==> config.mk <==
export PLATFORM = sky130hd
export DESIGN_NAME = risc_datapath_flat
export DESIGN_NICKNAME = d
export VERILOG_FILES = /design/src/rtl/risc_pkg.sv /design/src/rtl/risc_datapath_if.sv /design/src/rtl/risc_alu.sv /design/src/rtl/risc_datapath.sv /design/src/flat_wrapper.sv
export SDC_FILE = /design/constraint.sdc
export NUM_CORES = 1
export LEC_CHECK = 0
export ABC_AREA = 1
export ABC_CLOCK_PERIOD_IN_PS = 2500
export CORE_ASPECT_RATIO = 1.4
export CORE_UTILIZATION = 35
export DETAILED_ROUTE_END_ITERATION = 7
export GPL_TIMING_DRIVEN = 0
export PLACE_DENSITY = 0.64
export SYNTH_ARGS = -nofsm -noshare
export SYNTH_HDL_FRONTEND = slang
export SYNTH_SLANG_ARGS = --single-unit
export TNS_END_PERCENT = 10
==> constraint.sdc <==
create_clock -name clk -period 2.5 [get_ports clk]
set_clock_uncertainty 0.2 [all_clocks]
set_input_delay 0.25 -clock clk [delete_from_list [all_inputs] [get_ports clk]]
set_output_delay 0.25 -clock clk [all_outputs]
set_load 0.05 [all_outputs]
==> src/rtl/risc_pkg.sv <==
// Shared constants and opcode encoding for the VeriRISC datapath.
package risc_pkg;

   localparam int unsigned AWIDTH_DEF = 5;
   localparam int unsigned DWIDTH_DEF = 8;
   localparam int unsigned OPW        = 3;
   localparam int unsigned PHW        = 3;

   typedef enum logic [OPW-1:0] {
      OP_HLT = 3'd0,
      OP_SKZ = 3'd1,
      OP_ADD = 3'd2,
      OP_AND = 3'd3,
      OP_XOR = 3'd4,
      OP_LDA = 3'd5,
      OP_STO = 3'd6,
      OP_JMP = 3'd7
   } opcode_e;

endpackage

==> src/rtl/risc_datapath_if.sv <==
// Controller/memory <-> datapath bus: decoded control lines, status back, memory port.
interface risc_datapath_if
   import risc_pkg::*;
#(
   parameter int unsigned AWIDTH = AWIDTH_DEF,
   parameter int unsigned DWIDTH = DWIDTH_DEF
);

   logic              sel;
   logic              rd;
   logic              ld_ir;
   logic              inc_pc;
   logic              halt;
   logic              ld_pc;
   logic              data_e;
   logic              ld_ac;
   logic              wr;
   logic [OPW-1:0]    opcode;
   logic [PHW-1:0]    phase;
   logic              zero;
   logic [AWIDTH-1:0] mem_addr;
   logic [DWIDTH-1:0] mem_rdata;
   logic [DWIDTH-1:0] mem_wdata;
   logic              mem_we;
   logic              halted;

   // Controller and memory side
   modport master (
      output sel, rd, ld_ir, inc_pc, halt, ld_pc, data_e, ld_ac, wr, mem_rdata,
      input  opcode, phase, zero, mem_addr, mem_wdata, mem_we, halted
   );

   // Datapath side
   modport slave (
      input  sel, rd, ld_ir, inc_pc, halt, ld_pc, data_e, ld_ac, wr, mem_rdata,
      output opcode, phase, zero, mem_addr, mem_wdata, mem_we, halted
   );

endinterface

==> src/rtl/risc_alu.sv <==
// Combinational ALU: accumulator against memory read data, selected by opcode.
module risc_alu
   import risc_pkg::*;
#(
   parameter int unsigned DWIDTH = DWIDTH_DEF
) (
   input  opcode_e           opcode,
   input  logic [DWIDTH-1:0] ac,
   input  logic [DWIDTH-1:0] mem_rdata,
   output logic [DWIDTH-1:0] result
);

   // Non-arithmetic opcodes pass the accumulator through unchanged
   always_comb begin
      result = ac;
      case (opcode)
         OP_ADD:  result = ac + mem_rdata;
         OP_AND:  result = ac & mem_rdata;
         OP_XOR:  result = ac ^ mem_rdata;
         OP_LDA:  result = mem_rdata;
         default: result = ac;
      endcase
   end

endmodule

==> src/rtl/risc_datapath.sv <==
// VeriRISC datapath: phase sequencer, PC, IR, accumulator, ALU and memory port.
module risc_datapath
   import risc_pkg::*;
#(
   parameter int unsigned AWIDTH = AWIDTH_DEF,
   parameter int unsigned DWIDTH = DWIDTH_DEF
) (
   input  logic            clk,
   input  logic            rst_,
   risc_datapath_if.slave  bus
);

   logic [PHW-1:0]    phase_q, phase_d;
   logic [AWIDTH-1:0] pc_q, pc_d;
   logic [DWIDTH-1:0] ir_q, ir_d;
   logic [DWIDTH-1:0] ac_q, ac_d;
   logic              halted_q, halted_d;
   logic [DWIDTH-1:0] alu_result_c;
   opcode_e           opcode_c;

   // rd and data_e only matter to a shared-bus memory; nothing to gate here
   logic              unused_ctl_c;
   assign unused_ctl_c = bus.rd ^ bus.data_e;

   assign opcode_c = opcode_e'(ir_q[DWIDTH-1 -: OPW]);

   risc_alu #(.DWIDTH(DWIDTH)) u_alu (
      .opcode    (opcode_c),
      .ac        (ac_q),
      .mem_rdata (bus.mem_rdata),
      .result    (alu_result_c)
   );

   // Next-state: everything freezes once halted; the halting edge itself still loads
   always_comb begin
      phase_d  = phase_q;
      pc_d     = pc_q;
      ir_d     = ir_q;
      ac_d     = ac_q;
      halted_d = halted_q;
      if (!halted_q) begin
         if (bus.ld_ir) ir_d = bus.mem_rdata;
         if (bus.ld_ac) ac_d = alu_result_c;
         if (bus.ld_pc)       pc_d = ir_q[AWIDTH-1:0];
         else if (bus.inc_pc) pc_d = pc_q + AWIDTH'(1);
         if (bus.halt) halted_d = 1'b1;
         else          phase_d  = phase_q + PHW'(1);
      end
   end

   // State registers with asynchronous clear
   always_ff @(posedge clk or negedge rst_) begin
      if (!rst_) begin
         phase_q  <= '0;
         pc_q     <= '0;
         ir_q     <= '0;
         ac_q     <= '0;
         halted_q <= 1'b0;
      end else begin
         phase_q  <= phase_d;
         pc_q     <= pc_d;
         ir_q     <= ir_d;
         ac_q     <= ac_d;
         halted_q <= halted_d;
      end
   end

   // Status back to the controller and the memory port
   assign bus.opcode    = opcode_c;
   assign bus.phase     = phase_q;
   assign bus.zero      = (ac_q == '0);
   assign bus.halted    = halted_q;
   assign bus.mem_addr  = bus.sel ? pc_q : ir_q[AWIDTH-1:0];
   assign bus.mem_wdata = ac_q;
   assign bus.mem_we    = bus.wr & ~halted_q;

endmodule
==> src/flat_wrapper.sv <==
// flat-port wrapper written by rule: the top's interface ports become plain ports
module risc_datapath_flat import risc_pkg::*;
#(
   parameter int unsigned AWIDTH = AWIDTH_DEF,
   parameter int unsigned DWIDTH = DWIDTH_DEF
)
  (clk, rst_, bus_sel, bus_rd, bus_ld_ir, bus_inc_pc, bus_halt, bus_ld_pc, bus_data_e, bus_ld_ac, bus_wr, bus_mem_rdata, bus_opcode, bus_phase, bus_zero, bus_mem_addr, bus_mem_wdata, bus_mem_we, bus_halted);
  risc_datapath_if #(.AWIDTH(AWIDTH), .DWIDTH(DWIDTH)) bus_i ();
  input  logic clk;
  input  logic rst_;
  input wire logic [$bits(bus_i.sel)-1:0] bus_sel;
  input wire logic [$bits(bus_i.rd)-1:0] bus_rd;
  input wire logic [$bits(bus_i.ld_ir)-1:0] bus_ld_ir;
  input wire logic [$bits(bus_i.inc_pc)-1:0] bus_inc_pc;
  input wire logic [$bits(bus_i.halt)-1:0] bus_halt;
  input wire logic [$bits(bus_i.ld_pc)-1:0] bus_ld_pc;
  input wire logic [$bits(bus_i.data_e)-1:0] bus_data_e;
  input wire logic [$bits(bus_i.ld_ac)-1:0] bus_ld_ac;
  input wire logic [$bits(bus_i.wr)-1:0] bus_wr;
  input wire logic [$bits(bus_i.mem_rdata)-1:0] bus_mem_rdata;
  output wire logic [$bits(bus_i.opcode)-1:0] bus_opcode;
  output wire logic [$bits(bus_i.phase)-1:0] bus_phase;
  output wire logic [$bits(bus_i.zero)-1:0] bus_zero;
  output wire logic [$bits(bus_i.mem_addr)-1:0] bus_mem_addr;
  output wire logic [$bits(bus_i.mem_wdata)-1:0] bus_mem_wdata;
  output wire logic [$bits(bus_i.mem_we)-1:0] bus_mem_we;
  output wire logic [$bits(bus_i.halted)-1:0] bus_halted;
  assign bus_i.sel = bus_sel;
  assign bus_i.rd = bus_rd;
  assign bus_i.ld_ir = bus_ld_ir;
  assign bus_i.inc_pc = bus_inc_pc;
  assign bus_i.halt = bus_halt;
  assign bus_i.ld_pc = bus_ld_pc;
  assign bus_i.data_e = bus_data_e;
  assign bus_i.ld_ac = bus_ld_ac;
  assign bus_i.wr = bus_wr;
  assign bus_i.mem_rdata = bus_mem_rdata;
  assign bus_opcode = bus_i.opcode;
  assign bus_phase = bus_i.phase;
  assign bus_zero = bus_i.zero;
  assign bus_mem_addr = bus_i.mem_addr;
  assign bus_mem_wdata = bus_i.mem_wdata;
  assign bus_mem_we = bus_i.mem_we;
  assign bus_halted = bus_i.halted;
  risc_datapath #(.AWIDTH(AWIDTH), .DWIDTH(DWIDTH)) u_core (.clk(clk), .rst_(rst_), .bus(bus_i));
endmodule
# --- Word level (Yosys, flattened, before mapping) ---
# Index checks and enable logic that the tools add are counted.
totals:
  reg_bits: 25
  latch_bits: 0
  ramBits: 0
  mem_bits_ro: 0
  inputBits: 19
  wordCells: 30
  mem_count: 0
op_classes:
  add_sub_neg: 3
  n_mul: 0
  div_mod_pow: 0
  order_cmp: 0
  n_eq_ne: 4
  shifts: 0
  n_mux: 6
  bitwise_logic: 5
  reduce_logical: 7
ops:
  columns: ["op", "n"]
  rows:
  - ["8-bit one-hot mux with 4 select lines", 1]
  - ["5-bit 2-to-1 mux", 3]
  - ["8-bit adder", 1]
  - ["8-bit bitwise AND", 1]
  - ["8-bit zero test", 1]
  - ["8-bit XOR", 1]
  - ["3-bit by 2-bit equality test with 1-bit output (second input constant)", 2]
  - ["3-bit equality test (second input constant)", 2]
  - ["2-bit AND reduction", 3]
  - ["5-bit by 1-bit adder with 5-bit output (second input constant)", 1]
  - ["4-bit nonzero test", 1]
  - ["3-bit by 1-bit adder with 3-bit output (second input constant)", 1]
  - ["3-bit AND reduction", 1]
  - ["1-bit 2-to-1 mux", 2]
  - ["1-bit NOT", 2]
  - ["2-bit nonzero test", 1]
  - ["1-bit bitwise AND", 1]

# --- Longest topological paths before layout ---
# Gate-level depths: netlist of run 1.
logic_depth:
  word_depth: 3
  ltp_mapped: 9
  ltp_nobuf: 9

# --- Hierarchy ---
# Synthesis of run 1 repeated with hierarchy kept, for this count alone.
hier_totals:
  hier_cells: 274
  area_unflattened_um2: 1915.6
modules_own_cells:
  columns: ["mod", "instances", "cells_per_inst", "area_each_um2"]
  rows:
  - ["risc_datapath", 1, 153, 1234.9]
  - ["risc_alu", 1, 121, 680.7]

# --- Worst setup path after synthesis of run 1 ---
# Ideal clock, no wire load.
synth_path:
  path_kind: "reg-to-reg"
  startpoint: "register u_core.ac_q[0] (netlist: u_core.bus.mem_wdata[0])"
  endpoint: "register u_core.ac_q[4] (netlist: u_core.bus.mem_wdata[4])"
  setup_time_ns: 0.123
  t_arrival_ns: 1.734
  required_ns: 2.177
  slack_ns: 0.443
  stages_incl_launch_ff: 9
  path_buffers: 0
  synth_period_minus_slack_ns: 2.057
  cell_sequence: "dfrtp_1 -> ha_1 -> fa_1 -> nand3_1 -> nand2_1 -> nand2_1 -> a21oi_1 -> o21ai_0 -> nand2_1"
synth_between:
  elab_chain_len: 2
synth_rtl:
  columns: ["element", "line_no", "text"]
  rows:
  - ["start: declaration", "risc_datapath.sv:16", "logic [DWIDTH-1:0] ac_q, ac_d;"]
  - ["start signal: assignment", "risc_datapath.sv:57", "ac_q <= '0;"]
  - ["start signal: assignment", "risc_datapath.sv:63", "ac_q <= ac_d;"]
  - ["8-bit adder", "risc_alu.sv:17", "OP_ADD: result = ac + mem_rdata;"]
  - ["8-bit one-hot mux with 4 select lines", "risc_alu.sv:16", "case (opcode)"]
# No other way between the ends.
# A chain may end at the register's enable or synchronous reset.

# --- Worst setup path in the final report of run 1 ---
layout_path:
  startpoint: "register u_core.ac_q[4] (netlist: u_core.bus.mem_wdata[4])"
  endpoint: "output port bus_zero"
layout_between:
  elab_chain_len: 1
layout_rtl:
  columns: ["element", "line_no", "text"]
  rows:
  - ["8-bit zero test", "risc_datapath.sv:71", "assign bus.zero = (ac_q == '0);"]
  - ["end: declaration", "flat_wrapper.sv:23", "output wire logic [$bits(bus_i.zero)-1:0] bus_zero;"]
# No other way between the ends.

==> flow_summary.ini, run 1 <==
[synthesis]
ys_seq_area_frac = 0.365
ys_warn_count = 0
synth.top_cell.area_share = 0.365
syn_inst = 237
synth_area_leaders = dfrtp_1 (36%), nand2_1 (14%), ha_1 (7.3%)
yosys.area.top_type = dfrtp_1
syn-num-nets = 267
syn_area_per_cell_um2 = 7.24
ys_types = 28
synth_seq_cells = 25
syn_area_mm2 = 0.00172

[outcome]
status = complete, no violations

[clock_network]
cts_tree = built
post_cts_buffers = 0
numCtsBuffers = 3
clk_latency_ps = 270
cts_sinks = 25
clk_transition_reported_paths_ps = 90
htreeDepth = 1
clock_path_buffers = 2
root_buffer = clkbuf_8

[power_and_ir_drop]
p_per_area_mw_per_mm2 = 558
p_leak_uw = 0.00109
ir_drop_mv = 0.193

[drt]
first_iter_violations = 83
firstDrtPassIters = 4
wire_per_inst_um = 12.2
ant_nets = 0
routed_via_density = 4.88
drc = 0
wl_um = 4150
vias = 1660

[global_routing]
grt_start_max_net_pins = 26
use_met3 = 0.0122
top_usage_layer = met2
overflow = 0
grt_use_met1 = 0.201
grt_pass1_wl_um = 6680
grt_pass1_vias = 1520
antenna_found_initial = 0
grt_use_total = 0.168
gr-usage-met2 = 0.297

[worst_setup_path]
critPathMaxStageDelay_ps = 530
critPathMaxFanout = 4
path_delay_family = simple AND/OR/NAND/NOR gates
cp_cell_sequence = nor4_1 > nand2_1 > nor2_1 > dlygate4sd2_1
crit_type = register to primary output
worst-path-buf-inv = 1
required_ps = 2050
start_kind = register
crit_arrival_ps = 1940
worst_path_max_delay_cell = dlygate4sd2_1
end_kind = primary output

[placement]
place_area_mm2 = 0.00216
dpl.cell_count = 336
place.port_buffers = 37
gp_congestion = 0.905
hpwlAfterDp_um = 3190

[final_layout]
fill_cells = 469
syn_to_final_growth_pct = 28.7
post-route-util = 0.479
drive_gt1_frac = 0.0791
design_area_mm2 = 0.00221
nets = 309
fin_cells = 340
antenna_cells = 0

[sta]
timing.fmax_ghz = 0.419
hold_ws_ps = 285
final-hold-violation-count = 0
slew_headroom = 0.232
slew_violations = 0
period_minus_slack_ps = 2390
timing.setup.tns_ps = 0
worst_pin_slew_ps = 1150
setup_viol = 0
period_share = 0.955
rsz0062_at_grt = no

[job]
cap_viol_max_count = 0

[floorplanning]
initial_core_util = 0.372
row_count = 29
core_mm2 = 0.00461
die_x_um = 61.2
die-area_mm2 = 0.00519
die_h_um = 84.8
ioPinCount = 41

[hold_path]
hp-class = register to register
layout by cell type (no fill, tap or decap), types with 2 or more instances in the layout:
cell             count
clkbuf_8             3
o21ai_1              4
inv_2                5
xor2_1               4
nand3_1             16
a21oi_1             19
o21ai_0             17
nor2_4               2
ha_1                10
clkdlybuf4s50_1     36
nor3_1               2
inv_1               27
nor2_1              19
clkbuf_1             3
buf_4                3
nand2_1             66
dfrtp_1             25
nand2_2              3
nand3_2              2
per-stage QoR:
step	power, µW	setup WS [ps]
3_3_place_gp	990	117
2_1_floorplan	833	443
4_1_cts	1240	97.8
6_report	1230	113
3_5_place_dp	995	122
5_1_grt	1310	82.6
power by group:
group	internal (µW)	switching (µW)
Combinational	181	315
Clock	114	131
Sequential	446	45.4
Total	741	491
path summary, 6_finish.rpt:
check,from,end,slack [ps],depth (start not counted)
min reg2reg,u_core.bus.phase[2],u_core.bus.phase[2],290,1
min in group asynchronous,rst_,u_core.pc_q[1],380,1
max in group asynchronous,rst_,u_core.bus.mem_wdata[5],1030,1
min,u_core.bus.phase[2],u_core.bus.phase[2],290,1
max,u_core.bus.mem_wdata[4],bus_zero,110,4
max reg2reg,u_core.bus.mem_wdata[0],u_core.bus.mem_wdata[6],500,9
logic make-up after synthesis:
| family | share of synthesized area |
|---|---|
| XOR/XNOR | 0.0255 |
| AO/OA/AOI/OAI | 0.130 |
| multiplexers | 0.00656 |
| buffers and inverters | 0.0904 |
| AND/OR/NAND/NOR | 0.298 |
| adder cells (fa/ha/maj) | 0.0846 |
| flip-flops | 0.365 |
sequential cells by signal, summed over array words and instances, names as in the netlist:
name                  cells
u_core.bus.mem_wdata      8
u_core.bus.halted         1
u_core.bus.phase          3
u_core.pc_q               5
u_core.ir_q               8
area by class of cell:
| cell class | count | area [µm²] | share of cell area |
|---|---|---|---|
| multi-input cells | 174 | 935 | 0.423 |
| flip-flops and latches | 25 | 626 | 0.283 |
| repair buffers | 37 | 369 | 0.167 |
| inverters | 32 | 120 | 0.0544 |
| well taps | 62 | 77.6 | 0.0351 |
| clock buffers | 4 | 45.0 | 0.0204 |
| plain buffers | 6 | 35.0 | 0.0159 |
timing repair:
item,4_1_cts,5_1_grt
endpoints found under the setup margin,1,0
hold endpoints to repair,0,0
gates resized for setup,1,0
hold buffers,0,0
per-layer routing:
metal	part of all wire	vias up
met5	0	-
met4	0.018	0
met2	0.51	51
met1	0.42	753
li1	-	847
met3	0.048	9
cell usage after synthesis:
library cell   n
inv_2          5
nand2_4        1
a21oi_1       19
nor3_1         2
inv_1         27
o211ai_1       1
nand3_1       16
nand2_1       66
dfrtp_1       25
nor2_4         2
xor2_1         4
nor4_1         1
clkbuf_1       2
o21ai_1        4
nand3_4        1
a41oi_1        1
mux2_2         1
ha_1          10
o22ai_1        1
fa_1           1
nand3_2        2
nor2_1        19
nand2_2        3
buf_4          3
buf_2          1
xnor2_1        1
o21ai_0       17
nand4_1        1
Note: power is estimated with default switching activity, not from simulation.
==> run 2, diff against run 1 <==
--- a/config.mk
+++ b/config.mk
@@ -9,8 +9,8 @@
 export ABC_CLOCK_PERIOD_IN_PS = 2500
 export CORE_ASPECT_RATIO = 1.4
-export CORE_UTILIZATION = 35
+export CORE_UTILIZATION = 50
 export DETAILED_ROUTE_END_ITERATION = 7
 export GPL_TIMING_DRIVEN = 0
-export PLACE_DENSITY = 0.64
+export PLACE_DENSITY = 0.84
 export SYNTH_ARGS = -nofsm -noshare
 export SYNTH_HDL_FRONTEND = slang
==> constraint.sdc (replaced) <==
create_clock -name clk -period 2.5 [get_ports clk]
set_clock_uncertainty 0.2 [all_clocks]
set_input_delay 0.5 -clock clk [delete_from_list [all_inputs] [get_ports clk]]
set_output_delay 0.5 -clock clk [all_outputs]
set_load 0.05 [all_outputs]
==> run 2 against run 1 <==
Effect of this change:
- count of clock-buffer cells in the layout decreased by 1
- global-route usage grew 6.9 points
- final area fell by 1.2%
- critical path depth did not move
- largest power group unchanged
- routed wire length decreased by 6.3%
==> flow_summary.ini, run 2 (same netlist as run 1, synthesis figures left out) <==
[final_layout]
post-route-util = 0.685
mostFrequentLayoutCell = nand2_1
syn_to_final_growth_pct = 27.1
fin_cells = 317
fill_cells = 284
design_area_mm2 = 0.00218
nets = 309
ff_latch_area_um2 = 626
antenna_cells = 0
most-common-layout-cells = nand2_1 (66), clkdlybuf4s50_1 (31), inv_1 (27)
drive_gt1_frac = 0.0863
multi_input_area_um2 = 935

[placement]
place.port_buffers = 37
dpl.cell_count = 313
hpwlAfterDp_um = 3010
gp_congestion = 0.922
place_area_mm2 = 0.00213

[hold_path]
hp-start = u_core.bus.phase[2]
holdPathStages = 1
worstHoldEndpoint = u_core.bus.phase[2]
hp-class = register to register

[power_and_ir_drop]
p_leak_uw = 0.00113
p_per_area_mw_per_mm2 = 562
power_frac_clock = 0.198
p_int_uw = 737
ir_drop_mv = 0.322
switching_share = 0.399
pwr-share-comb = 0.402
p_total_uw = 1230
p_sw_uw = 490
seqPwrFrac = 0.400

[sta]
period_share = 0.978
period_minus_slack_ps = 2450
final-hold-violation-count = 0
worst_pin_slew_ps = 1160
timing.setup.tns_ps = 0
slew_violations = 0
rsz0062_at_grt = no
setup_viol = 0
timing.fmax_ghz = 0.409
slew_headroom = 0.225

[floorplanning]
row_count = 24
initial_core_util = 0.539
ioPinCount = 41
core_mm2 = 0.00318
die_h_um = 71.3
die-area_mm2 = 0.00367
die_x_um = 51.5

[drt]
firstDrtPassIters = 4
routed_via_density = 5.28
wire_per_inst_um = 12.3
ant_nets = 0
wl_um = 3890
first_iter_violations = 51
met1Wirelength_um = 1630
wl_met3_um = 172
drc = 0
dr_wl_met2_um = 2030
vias = 1673
top_layer = met4

[worst_setup_path]
worst_path_max_delay_cell = clkdlybuf4s50_1
required_ps = 1800
r2r-start = u_core.bus.mem_wdata[0]
rr_worst_depth = 9
crit_type = input pin to primary output
end_kind = primary output
cp_cell_sequence = clkbuf_1 > nand2_1 > o21ai_0 > clkdlybuf4s50_1
path_delay_family = buffers and inverters
critPathMaxStageDelay_ps = 810
reg2reg_to = u_core.bus.mem_wdata[6]
rrSetupSlack_ps = 550
start_kind = input pin
worst-path-buf-inv = 2
crit_arrival_ps = 1750
critPathMaxFanout = 10

[outcome]
status = complete, no violations

[clock_network]
clk_latency_ps = 270
cts_hold_buf = 0
root_buffer = clkbuf_8
htreeDepth = 1
cts_tree = built
numCtsBuffers = 3
clk_transition_reported_paths_ps = 80
post_cts_buffers = 0
cts_sinks = 25
clock_path_buffers = 2

[global_routing]
grt_pass1_vias = 1585
antenna_found_initial = 0
overflow = 0
grt_start_max_net_pins = 26
grt_pass1_wl_um = 6680
grt_use_total = 0.237

[job]
cap_viol_max_count = 0
==> run 2: worst reg2reg max path: cells and delay by family (launching register included) <==
kind / cells / cell delay, ps
and+or+nand+nor: 6 / 450
adders and majority gates: 2 / 680
AOI/OAI and AO/OA: 1 / 120
DFF: 1 / 430
==> run 2: power by group through the flow <==
| stage | clock network (µW) | logic, µW | registers (µW) |
|---|---|---|---|
| finish | 243 | 493 | 490 |
| global route | 265 | 546 | 497 |
| CTS | 246 | 495 | 490 |
| detailed placement | 0 | 496 | 498 |
| global placement | 0 | 487 | 497 |
| floorplan | 0 | 273 | 559 |
==> run 2: layer usage <==
metal,GRT usage,vias up
met5,0,-
met2,0.446,47
met4,0.0781,0
li1,-,844
met1,0.271,775
met3,0.0212,7
==> run 2: final cells by class <==
type	instances	share of cell area
Timing Repair Buffer	37	0.170
Clock buffer	3	0.0189
Sequential cell	25	0.287
Tap cell	39	0.0224
Clock inverter	1	0.00229
Inverter	32	0.0551
Buffer	6	0.0161
Multi-Input combinational cell	174	0.429
==> run 2: how the worst max path moves through the flow <==
stage,startpoint,endpoint,cells after the start
finish,bus_sel,bus_mem_addr[3],4
global route,bus_sel,bus_mem_addr[3],4
CTS,bus_sel,bus_mem_addr[1],4
detailed placement,bus_wr,bus_mem_we,4
global placement,bus_wr,bus_mem_we,4
floorplan,bus_sel,bus_mem_addr[1],2
==> run 2: stage by stage <==
stage / setup slack [ps] / hold slack, ps
detailed placement: -70.7 / 272
finish: 54.6 / 276
CTS: 15.6 / 286
floorplan: 9.38 / 4.41
global placement: -51.9 / 258
global route: 2.07 / 301
==> run 2: what timing repair did <==
action	CTS	global route
pin swaps	0	0
gates resized for setup	3	5
endpoints found under the setup margin	3	4
==> run 3, diff against run 2 <==
SLEW_MARGIN = 10   (was not set)
==> run 3 against run 2 <==
Effect of this change:
- clock power is essentially flat
- global-route usage is the same
- utilization shrank 0.16 points
- via count is essentially flat
- non-clock buffer count is the same
- register-to-register slack is essentially flat
- flip-flop and latch count is the same
- die area is the same
- final cell count is the same
- combinational power is essentially flat
- critical endpoint unchanged
==> flow_summary.ini, run 3 (same netlist as run 1, synthesis figures left out) <==
[global_routing]
antenna_found_initial = 0
grt_use_total = 0.237
grt_pass1_wl_um = 6680
grt_start_max_net_pins = 26
overflow = 0
grt_pass1_vias = 1585

[drt]
vias = 1672
ant_nets = 0
wire_per_inst_um = 12.3
firstDrtPassIters = 4
first_iter_violations = 51
wl_um = 3890
routed_via_density = 5.27
drc = 0

[placement]
hpwlAfterDp_um = 3010
place_ws_ps = -70.7
place.port_buffers = 37
gp_congestion = 0.922
place_area_mm2 = 0.00213
dpl.cell_count = 313

[power_and_ir_drop]
p_int_uw = 736
switching_share = 0.400
seqPwrFrac = 0.400
power_frac_clock = 0.198
p_sw_uw = 490
pwr-share-comb = 0.402
ir_drop_mv = 0.322
p_per_area_mw_per_mm2 = 563
p_leak_uw = 0.00113

[floorplanning]
die-area_mm2 = 0.00367
row_count = 24
die_h_um = 71.3
core_mm2 = 0.00318
ioPinCount = 41
initial_core_util = 0.539
die_x_um = 51.5

[worst_setup_path]
crit_arrival_ps = 1750
required_ps = 1800
worst_path_max_delay_cell = clkdlybuf4s50_1
start_kind = input pin
critPathMaxStageDelay_ps = 810
crit_type = input pin to primary output
critPathMaxFanout = 10
cp_cell_sequence = clkbuf_1 > nand2_1 > o21ai_0 > clkdlybuf4s50_1
end_kind = primary output

[final_layout]
design_area_mm2 = 0.00218
mostFrequentLayoutCell = nand2_1
most-common-layout-cells = nand2_1 (66), clkdlybuf4s50_1 (30), inv_1 (27)
syn_to_final_growth_pct = 26.8
antenna_cells = 0
fin_cells = 317
drive_gt1_frac = 0.0899
nets = 309

[clock_network]
numCtsBuffers = 3
cts_sinks = 25
clock_path_buffers = 2
cts_tree = built
clk_transition_reported_paths_ps = 90
cts_resized = 3
post_cts_buffers = 0
root_buffer = clkbuf_8
clk_latency_ps = 270
cts_hold_buf = 0
htreeDepth = 1

[job]
cap_viol_max_count = 0

[sta]
setup_viol = 0
period_share = 0.978
timing.fmax_ghz = 0.409
final-hold-violation-count = 0
rsz0062_at_grt = no
worst_pin_slew_ps = 577
timing.setup.tns_ps = 0
slew_violations = 0
period_minus_slack_ps = 2450
fin_ws_ps = 54.6
slew_headroom = 0.615

[hold_path]
hp-class = input pin to async pin

[outcome]
status = complete, no violations
run 3: changes by cell type in the layout (fill, tap and decap cells not counted), sizes merged:
cell           before  now
buf                 4    5
clkdlybuf4s50      31   30
run 3: worst paths after layout:
kind                                              start                      end  slack (ps)  cells after the start
worst max-delay path                            bus_sel          bus_mem_addr[3]          50                      4
worst min-delay path                               rst_           u_core.pc_q[0]          10                      1
max in group asynchronous                          rst_  u_core.bus.mem_wdata[4]        1700                      1
worst min register to register      u_core.bus.phase[2]      u_core.bus.phase[2]         280                      1
worst max register to register  u_core.bus.mem_wdata[0]  u_core.bus.mem_wdata[6]         550                      9
min in group clk                    u_core.bus.phase[2]      u_core.bus.phase[2]         280                      1
run 3: stage by stage:
stage / total power, µW / utilization / hold slack [ps]
3_3_place_gp: 984 / 0.671 / 258
4_1_cts: 1230 / 0.684 / 286
5_1_grt: 1310 / 0.684 / 59.5
2_1_floorplan: 833 / - / 4.41
6_report: 1230 / 0.684 / 10.7
3_5_place_dp: 994 / 0.671 / 272
run 3: power groups by stage:
stage,clock (µW),sequential [µW],combinational (µW)
2_1_floorplan,0,559,273
3_3_place_gp,0,497,487
4_1_cts,246,490,495
3_5_place_dp,0,498,496
6_report,243,490,493
5_1_grt,265,497,545
run 3: metal layers:
layer	global-route usage	vias to the layer above	wire length, µm
met4	0.0781	0	45
met2	0.446	47	2030
met5	0	-	0
li1	-	844	-
met1	0.271	774	1640
met3	0.0212	7	172
run 3: final cells by class:
type / instances / area [µm²]
Fill cell: 285 / 1010
Clock inverter: 1 / 5.00
Buffer: 6 / 35.0
Inverter: 32 / 120
Clock buffer: 3 / 41.3
Sequential cell: 25 / 626
Tap cell: 39 / 48.8
Timing Repair Buffer: 37 / 365
Multi-Input combinational cell: 174 / 935
run 3: critical path: cells and delay by family:
family,cells,cell delay [ps]
AOI/OAI and AO/OA,1,70
buffers and inverters,2,1080
and+or+nand+nor,1,80
